## config.mk

```make
export PLATFORM = sky130hd
export DESIGN_NAME = body_code_tx
export DESIGN_NICKNAME = d
export VERILOG_FILES = /design/src/rtl/body_code_tx.sv
export SDC_FILE = /design/constraint.sdc
export NUM_CORES = 1
export LEC_CHECK = 0
export ABC_AREA = 0
export BUFFER_PORTS_ARGS = -buffer_cell sky130_fd_sc_hd__buf_2
export CORE_AREA = 2 2 41 43
export CTS_BUF_LIST = sky130_fd_sc_hd__clkbuf_4
export DETAILED_ROUTE_END_ITERATION = 12
export DIE_AREA = 0 0 43 45
export PLACE_DENSITY = 0.89
export SKIP_CTS_REPAIR_TIMING = 1
export SLEW_MARGIN = 25
export SYNTH_ARGS = -nofsm -noshare
export SYNTH_HDL_FRONTEND = slang
export SYNTH_SLANG_ARGS = --single-unit
```

## constraint.sdc

```tcl
create_clock -name clk -period 1.7 [get_ports clk]
set_input_delay 0.34 -clock clk [delete_from_list [all_inputs] [get_ports clk]]
set_output_delay 0.34 -clock clk [all_outputs]
set_load 0.01 [all_outputs]
```

## src/rtl/body_code_tx.sv

```systemverilog
// body_code_tx: serial transmitter for the body code.
// Each frame is a start bit, the data bits LSB-first, an even-parity bit and a stop bit.
module body_code_tx #(
  parameter int CODE_W     = 3,
  parameter int BIT_CYCLES = 4
) (
  input  logic              clk,
  input  logic              rst_n,
  input  logic [CODE_W-1:0] code,
  input  logic              code_valid,
  output logic              code_ready,
  output logic              tx,
  output logic              busy,
  output logic              done
);
  localparam int TW = BIT_CYCLES > 1 ? $clog2(BIT_CYCLES) : 1;
  localparam int IW = CODE_W > 1 ? $clog2(CODE_W) : 1;
  typedef enum logic [2:0] {IDLE, START, DATA, PARITY, STOP} state_t;
  state_t state_q, state_d;
  logic [CODE_W-1:0] sh_q, sh_d;
  logic [TW-1:0] timer_q, timer_d;
  logic [IW-1:0] idx_q, idx_d;
  logic par_q, par_d, tx_q, tx_d, ready_q, ready_d, busy_q, busy_d, done_q, done_d;
  logic wrap;
  assign wrap = timer_q == TW'(BIT_CYCLES - 1);
  // The shift register moves right as bits go out, so the next data bit is always sh_q[0]
  always_comb begin
    state_d = state_q;
    sh_d    = sh_q;
    par_d   = par_q;
    idx_d   = idx_q;
    tx_d    = tx_q;
    ready_d = ready_q;
    busy_d  = busy_q;
    done_d  = 1'b0;
    timer_d = (state_q == IDLE || wrap) ? '0 : timer_q + TW'(1);
    case (state_q)
      IDLE: if (code_valid && ready_q) begin
        state_d = START;
        sh_d    = code;
        par_d   = ^code;
        idx_d   = '0;
        timer_d = '0;
        tx_d    = 1'b0;
        ready_d = 1'b0;
        busy_d  = 1'b1;
      end
      START: if (wrap) begin
        state_d = DATA;
        tx_d    = sh_q[0];
        sh_d    = sh_q >> 1;
      end
      DATA: if (wrap) begin
        if (idx_q == IW'(CODE_W - 1)) begin
          state_d = PARITY;
          tx_d    = par_q;
        end else begin
          idx_d = idx_q + IW'(1);
          tx_d  = sh_q[0];
          sh_d  = sh_q >> 1;
        end
      end
      PARITY: if (wrap) begin
        state_d = STOP;
        tx_d    = 1'b1;
      end
      STOP: if (wrap) begin
        state_d = IDLE;
        ready_d = 1'b1;
        busy_d  = 1'b0;
        done_d  = 1'b1;
      end
      default: state_d = IDLE;
    endcase
  end
  always_ff @(posedge clk or negedge rst_n) begin
    if (!rst_n) begin
      state_q <= IDLE;
      sh_q    <= '0;
      par_q   <= 1'b0;
      idx_q   <= '0;
      timer_q <= '0;
      tx_q    <= 1'b1;
      ready_q <= 1'b1;
      busy_q  <= 1'b0;
      done_q  <= 1'b0;
    end else begin
      state_q <= state_d;
      sh_q    <= sh_d;
      par_q   <= par_d;
      idx_q   <= idx_d;
      timer_q <= timer_d;
      tx_q    <= tx_d;
      ready_q <= ready_d;
      busy_q  <= busy_d;
      done_q  <= done_d;
    end
  end
  assign tx         = tx_q;
  assign code_ready = ready_q;
  assign busy       = busy_q;
  assign done       = done_q;
endmodule
```

* After elaboration in Yosys (flattened, before gate mapping)
Cells that the tools add are included.
** Storage, ports and cells
- Input bits :: 6
- Flip-flop bits (word level) :: 15
- Output and inout bits :: 4
** Operators by class
- Equality and inequality tests :: 13
- Muxes and demuxes :: 31
- Add/subtract/negate cells :: 2
- Reduce and logical (&&, ||, !) cells :: 14
** Operators with widths (count)
- $mux 3 :: 10
- $pmux 3 s5 :: 1
- $mux 2 :: 6
- $ne 2x2->1 const B :: 6
- $reduce_and 5->1 :: 2
- $mux 1 :: 9
- $pmux 3 s3 :: 1
- $eq 3x2->1 const B :: 2
- $reduce_and 6->1 :: 1
- $add 2x1->2 const B :: 2
- $eq 2x2->1 const B :: 2
- $pmux 1 s2 :: 2
- $pmux 1 s4 :: 1
- $pmux 2 s2 :: 1
- $reduce_and 4->1 :: 1
- $reduce_bool 2->1 :: 2
- $reduce_bool 4->1 :: 1
- $eq 3x1->1 const B :: 1
- $eq 3x3->1 const B :: 1
- $logic_not 3->1 :: 1
- $reduce_and 3->1 :: 1
- $reduce_bool 3->1 :: 1
- $reduce_xor 3->1 :: 1
- $ne 2x1->1 const B :: 1
- 3 further kinds :: 3

* Logic depth before layout (Yosys ltp)
Gate-level depths: netlist of the first run.
- Depth in word-level cells :: 5
- Mapped depth :: 6
- Mapped depth without buffers :: 6

* Worst setup path after synthesis of the first run
Ideal clock, no wire load.
- Kind :: register to register
- Start :: register ready_q (netlist: code_ready)
- End :: register sh_q[0]
- Required time :: 1.575 ns
- Clock period less this slack :: 1.512 ns
- Path slack :: 0.188 ns
- Data arrival time :: 1.387 ns
- Cell stages (with the launch flop) :: 5
- Setup time :: 0.125 ns
- Path buffers :: 0
- Cell sequence :: dfstp_2 -> nand3b_1 -> and3_4 -> nor3_4 -> mux2_2
** Between the ends
- Word-level cells in the longest chain between the ends :: 3
** RTL lines
- start: declaration :: line 23 : logic par_q, par_d, tx_q, tx_d, ready_q, ready_d, busy_q, busy_d, done_q, done_d;
- start signal: assignment :: line 94 : ready_q <= ready_d;
- $logic_and 1x1->1 :: line 38 : IDLE: if (code_valid && ready_q) begin
- $ne 2x1->1 (no line)
- $reduce_and 5->1 (no line)
- end signal: assignment :: line 79 : sh_q <= '0;
- end signal: assignment :: line 89 : sh_q <= sh_d;
- end: declaration :: line 20 : logic [CODE_W-1:0] sh_q, sh_d;
No other way between the ends.
A chain may end at the register's enable or synchronous reset.

* Worst setup path after layout of the first run
- Start :: register timer_q[0]
- End :: register sh_q[0]
** Between the ends
- Word-level cells in the longest chain between the ends :: 3
** RTL lines
- start: declaration :: line 21 : logic [TW-1:0] timer_q, timer_d;
- start signal: assignment :: line 92 : timer_q <= timer_d;
- $eq 2x2->1 * :: line 25 : assign wrap = timer_q == TW'(BIT_CYCLES - 1);
- $ne 2x2->1 (no line)
- $reduce_and 5->1 (no line) *
Every way passes the cells marked *; elsewhere a longest branch is shown, timed or not.

==> flow_summary_export.csv, run 1 <==
group,metric,value,unit
placed_design,hpwl,1300,um
timing,period_minus_slack,1.61,ns
timing,period_share,94.5,%
synth,synth_area_leaders,"dfrtp_1, mux2_2, dfstp_2",
pwr,clock_power_share,15.7,%
pwr,switching_share,37.6,%
synth,syn-num-nets,92,
synth,syn_area,831,um2
timing,slew_viol_final,0,
pwr,cellPowerDensity,1480,mW/mm2
cells_and_area,n_antenna_cell,0,
setup_path,worstPathArrival,1.79,ns
placed_design,port_buffers,9,
setup_path,path_class,"reg2reg",
synth,avgSynthCellArea,9.89,um2
detailed_routing,vias_per_cell,5.74,
setup_path,critPathBufInv,0,
synth,syn_inst,84,
clocking,clkTransAtPathRegs,0.09,ns
clocking,cts_tree,"done",
pwr,p_seq_share,39.2,%
setup_path,max_stage_delay,0.37,ns
floorplanning,initial_core_util,56.5,%
synth,synth_top_area_share,39.2,%
detailed_routing,postRouteAntennaNets,0,
pwr,internal-power,901,uW
cells_and_area,final_cell_mix,"dfrtp_1, buf_2, nor2_1, a21oi_1",
setup_path,critPathSlowestCell,"mux2_2",
cells_and_area,fin_nets,110,
synth,yosysTopAreaCell,"dfrtp_1",
floorplanning,io_pins,10,
pwr,power_leakage,0.000445,uW
setup_path,crit_path_max_fanout,6,
setup_path,worstSetupEndpointType,"register",
clocking,cts-buffers-inserted,3,
worst_hold_path,hold_path.class,"in2reg",
clocking,clock_latency,0.29,ns
flow_run,timing.max_cap.violations,0,
detailed_routing,wire_per_inst,15.2,um
synth,ys.flop_type,"dfrtp_1",
global_routing,grtUsageTotal,22.5,%
setup_path,worstPathRequired,1.88,ns
detailed_routing,first_iter_violations,25,
cells_and_area,multi_input_area,424,um2
floorplanning,fp.dieH,45,um
clocking,clockBufferDepth,2,
placed_design,dp_slack,0.102,ns
timing,finalWorstSetupSlack,0.0932,ns
detailed_routing,drc,0,
setup_path,critPathTopFamily,"simple AND/OR/NAND/NOR gates",
pwr,p_sw,542,uW
synth,synth_edf_count,0,
timing,relSlewSlack,77.1,%
pwr,finalPower,1440,uW
timing,finalHoldViolCount,0,
pwr,peakVddDrop,0.897,mV
clocking,cts_max_level,1,
clocking,root_buffer,"clkbuf_4",
synth,synth_cell_types,29,
synth,ys_ff_latch,15,
cells_and_area,syn2layout_area_growth,17.0,%
global_routing,antenna_found_initial,0,
outcome,outcome,"completed",
cells_and_area,fillers,115,
synth,synth-seq-area-share,45.5,%
timing,worst_pin_slew,0.344,ns
pwr,comb_power_share,45.1,%
timing,setup_violations,0,
timing,fin_tns_setup,0,ns
setup_path,startpoint_type,"register",
placed_design,place.gp.congestion,0.891,
floorplanning,die_w,43,um
synth,yosysWarnings,0,
floorplanning,core_region_area,0.00147,mm2
setup_path,crit_chain,"ha_1 > nand2_1 > and3_4 > nor3_4 > mux2_2",
cells_and_area,final_common_cell,"dfrtp_1",
cells_and_area,regArea,379,um2
cells_and_area,drive_gt1_share,33.7,%
synth,synthArstFlopShare,100,%
global_routing,grt_pass1_wl,3140,um
global_routing,grt_pass1_vias,688,
global_routing,grt_max_degree,16,
floorplanning,num_rows,14,
detailed_routing,firstDrtPassIters,4,
detailed_routing,drt-total-wl,1780,um
detailed_routing,vias,672,
floorplanning,fp.dieArea,0.00194,mm2
clocking,cts.sinks,15,
timing,clock_skew,0.00773,ns
timing,rsz0062_at_grt,"false",
cells_and_area,final_core_util,66.1,%
timing,fmax,0.622,GHz
global_routing,grt_overflow,0,
cells in the mapped netlist (2+ instances only):
| master | count |
|---|---|
| mux2_2 | 7 |
| inv_1 | 3 |
| clkbuf_1 | 2 |
| xnor2_1 | 4 |
| nor3_1 | 3 |
| ha_1 | 2 |
| buf_2 | 2 |
| dfrtp_1 | 13 |
| nor2_1 | 8 |
| o21ai_0 | 2 |
| dfstp_2 | 2 |
| nand2_1 | 6 |
| nand3_1 | 5 |
| nor2b_1 | 3 |
| a21oi_1 | 8 |
metrics by stage:
| step | area, um2 | cells | hold slack (ns) |
|---|---|---|---|
| finish | 972 | 117 | 0.422 |
| global route | 972 | 117 | 0.448 |
| CTS | 961 | 116 | -0.0555 |
| detailed placement | 931 | 112 | 0.263 |
| global placement | 931 | 112 | 0.253 |
| floorplan | 831 | 84 | 0.0444 |
worst min-delay path: cells and delay by family:
kind                   cells  cell delay (ns)
and+or+nand+nor            2             0.14
AOI/OAI and AO/OA          1             0.06
buffers and inverters      1             0.14
path summary, 6_finish.rpt:
kind | slack, ns | startpoint | cells after the start | to
max | 0.09 | timer_q[0]$_DFF_PN0_ | 5 | sh_q[0]$_DFFE_PN0P_
min | 0.42 | code_valid | 4 | code_ready$_DFFE_PN1P_
max reg2reg | 0.09 | timer_q[0]$_DFF_PN0_ | 5 | sh_q[0]$_DFFE_PN0P_
min reg2reg | 0.45 | timer_q[0]$_DFF_PN0_ | 1 | timer_q[0]$_DFF_PN0_
max in group asynchronous | 0.92 | rst_n | 2 | tx$_DFFE_PN1P_
min in group asynchronous | 0.47 | rst_n | 2 | done$_DFF_PN0_
layer usage:
layer	share of wire (%)	GRT usage [%]	wire length, um	vias up
li1	-	-	-	332
met1	46	30.1	814	318
met2	49	34.8	867	16
met3	3.1	4.80	56	6
met4	2.5	11.5	45	0
met5	0	0	0	-
layout make-up:
type / instances / area share, %
Tap cell: 16 / 2.06
Timing Repair Buffer: 17 / 11.1
Multi-Input combinational cell: 62 / 43.6
Inverter: 3 / 1.16
Sequential cell: 15 / 39.0
Clock buffer: 4 / 3.09
power by group through the flow:
stage	clock, uW	sequential, uW	combinational (uW)
floorplan	0	534	511
global placement	0	559	604
detailed placement	0	567	640
CTS	231	562	645
global route	250	577	722
finish	226	566	650
logic make-up (layout without fill, tap and decap cells):
group                      after synthesis  in the layout  share of synthesized area [%]
buffers and inverters                    7             24                           3.46
muxes                                    8              8                           10.7
adders and majority gates                2              2                           3.01
AOI/OAI and AO/OA                       15             15                           10.5
xor gates and xnor gates                 4              4                           4.22
and+or+nand+nor                         33             33                           22.6
DFF                                     15             15                           45.5
sequential cells by signal (all words and copies together), names as in the netlist:
| name | flops |
|---|---|
| sh_q | 3 |
| state_q | 3 |
| idx_q | 2 |
| timer_q | 2 |
| busy | 1 |
| code_ready | 1 |
| done | 1 |
| par_q | 1 |
| tx | 1 |
Power figures use the tool's default switching activity.
==> inputs of run 2 (changes only) <==
--- a/config.mk
+++ b/config.mk
@@ -8,10 +8,10 @@
 export ABC_AREA = 0
 export BUFFER_PORTS_ARGS = -buffer_cell sky130_fd_sc_hd__buf_2
 export CORE_AREA = 2 2 41 43
-export CTS_BUF_LIST = sky130_fd_sc_hd__clkbuf_4
+export CTS_BUF_LIST = sky130_fd_sc_hd__clkbuf_8
 export DETAILED_ROUTE_END_ITERATION = 12
 export DIE_AREA = 0 0 43 45
-export PLACE_DENSITY = 0.89
+export PLACE_DENSITY = 0.77
 export SKIP_CTS_REPAIR_TIMING = 1
 export SLEW_MARGIN = 25
 export SYNTH_ARGS = -nofsm -noshare
==> flow_summary_export.csv, run 2 (synthesized netlist as in run 1, its figures left out) <==
group,metric,value,unit
cells_and_area,finalNonFillerCells,117,
timing,fin_tns_setup,0,ns
timing,fin_hold_ws,-0.0153,ns
floorplanning,die_w,43,um
cells_and_area,fillers,119,
placed_design,post-place-cells,113,
worst_hold_path,hold_path.class,"in2async",
floorplanning,fp.dieArea,0.00194,mm2
detailed_routing,wire_per_inst,13.8,um
cells_and_area,n_antenna_cell,0,
setup_path,critPathSlowestCell,"dfrtp_1",
cells_and_area,drive_gt1_share,32.7,%
timing,finalHoldViolCount,13,
timing,slew_viol_final,0,
setup_path,reg2regPathDepth,4,
cells_and_area,syn2layout_area_growth,18.4,%
clocking,clkTransAtPathRegs,0.06,ns
clocking,cts_max_level,1,
setup_path,worstSetupEndpointType,"register",
clocking,root_buffer,"clkbuf_8",
pwr,power_leakage,0.000455,uW
setup_path,crit_top_cell,"mux2_2",
clocking,cts.sinks,15,
pwr,peakVddDrop,0.799,mV
outcome,violations,"hold timing",
floorplanning,initial_core_util,56.5,%
cells_and_area,final_common_cell,"dfrtp_1",
outcome,outcome,"complete, but fails checks",
setup_path,path_class,"reg2reg",
placed_design,dpl-instance-area,938,um2
setup_path,worst_r2r_endpoint,"sh_q[1]$_DFFE_PN0P_",
cells_and_area,final_cell_mix,"dfrtp_1, buf_2, nor2_1, a21oi_1, buf_4",
setup_path,worstSetupEndpoint,"sh_q[1]$_DFFE_PN0P_",
timing,rsz0062_at_grt,"false",
global_routing,grt_pass1_wl,2870,um
setup_path,max_stage_delay,0.49,ns
placed_design,place.gp.congestion,0.766,
detailed_routing,first_iter_violations,19,
flow_run,timing.max_cap.violations,0,
global_routing,grtUsageTotal,20.7,%
timing,fmax,0.620,GHz
timing,clock_skew,0.00409,ns
setup_path,worstPathArrival,1.74,ns
timing,period_share,94.9,%
clocking,cts-buffers-inserted,3,
timing,relSlewSlack,78.1,%
cells_and_area,design_area,983,um2
floorplanning,fp.dieH,45,um
detailed_routing,drt-total-wl,1620,um
global_routing,antenna_found_initial,0,
clocking,clockBufferDepth,2,
setup_path,crit_path_max_fanout,10,
timing,setup_violations,0,
pwr,cellPowerDensity,1520,mW/mm2
setup_path,startpoint_type,"register",
cells_and_area,fin_nets,110,
setup_path,setup.worst_path.start,"state_q[1]$_DFFE_PN0P_",
detailed_routing,firstDrtPassIters,4,
detailed_routing,wl_met3,59,um
clocking,clock_latency,0.24,ns
floorplanning,io_pins,10,
detailed_routing,postRouteAntennaNets,0,
setup_path,worstPathRequired,1.83,ns
timing,worst_pin_slew,0.329,ns
setup_path,rrSetupSlack,0.09,ns
setup_path,r2r_start,"state_q[1]$_DFFE_PN0P_",
setup_path,path_depth,4,
global_routing,grt_pass1_vias,615,
detailed_routing,vias_per_cell,5.63,
detailed_routing,maxUsedRoutingLayer,"met4",
cells_and_area,top_regs,"sh_q (3), state_q (3)",
floorplanning,core_region_area,0.00147,mm2
global_routing,grt_overflow,0,
placed_design,hpwl,1200,um
detailed_routing,dr_wl_met2,742,um
clocking,cts_tree,"done",
floorplanning,num_rows,14,
setup_path,crit_chain,"xnor2_1 > nor2_1 > mux2_2 > mux2_2",
placed_design,port_buffers,9,
setup_path,critPathTopFamily,"multiplexers",
global_routing,grt_max_degree,16,
detailed_routing,drc,0,
detailed_routing,drt-met1-wl,781,um
timing,period_minus_slack,1.61,ns
setup_path,critPathBufInv,0,
detailed_routing,vias,659,
[run 2: cell types whose count changed in the layout (fill, tap and decap cells not counted)]
cell,previous run,this run
buf_4,7,8
clkbuf_8,0,3
dfrtp_1,12,13
inv_1,3,4
dfrtp_2,1,0
dlygate4sd3_1,1,0
clkbuf_4,4,0
[run 2: layout make-up]
class | count | area, um2 | area share, %
tap | 16 | 20.0 | 2.04
sequential | 15 | 378 | 38.4
timing repair buffer | 17 | 105 | 10.7
inverter | 3 | 11.3 | 1.15
multi-input combinational | 62 | 424 | 43.1
clock buffer | 3 | 41.3 | 4.20
clock inverter | 1 | 3.75 | 0.382
[run 2: worst reg2reg max path: stages, from the launching register on]
cell and delay (ns):
dfrtp_1 0.49, xnor2_1 0.18, nor2_1 0.21, mux2_2 0.37, mux2_2 0.26
[run 2: metrics by stage]
| stage | setup slack [ns] | total power (uW) | util (%) |
|---|---|---|---|
| floorplan | 0.188 | 1040 | - |
| global placement | 0.133 | 1190 | 63.8 |
| detailed placement | 0.110 | 1230 | 63.8 |
| CTS | 0.0973 | 1510 | 66.8 |
| global route | 0.0268 | 1610 | 66.8 |
| finish | 0.0871 | 1500 | 66.8 |
[run 2: worst min path at each step]
stage	startpoint	endpoint	slack [ns]	cells past startpoint
floorplan	rst_n	busy$_DFFE_PN0P_	0.04	0
global placement	rst_n	state_q[0]$_DFFE_PN0P_	0.26	1
detailed placement	rst_n	state_q[0]$_DFFE_PN0P_	0.26	1
CTS	rst_n	state_q[0]$_DFFE_PN0P_	-0.003	1
global route	rst_n	idx_q[1]$_DFFE_PN0P_	0.01	1
finish	rst_n	state_q[2]$_DFFE_PN0P_	-0.02	1
[run 2: where the power goes]
| part | switching (uW) | leakage [uW] | total [uW] | internal [uW] |
|---|---|---|---|---|
| registers | 90.4 | 0.000186 | 561 | 471 |
| logic | 319 | 0.000242 | 662 | 342 |
| clock network | 117 | 0.0000269 | 277 | 160 |
| total | 527 | 0.000455 | 1500 | 973 |
[run 2: metal layers]
metal	vias to the layer above	global-route usage (%)
li1	329	-
met4	0	10.9
met5	-	0
met3	4	4.80
met1	314	27.1
met2	12	32.4
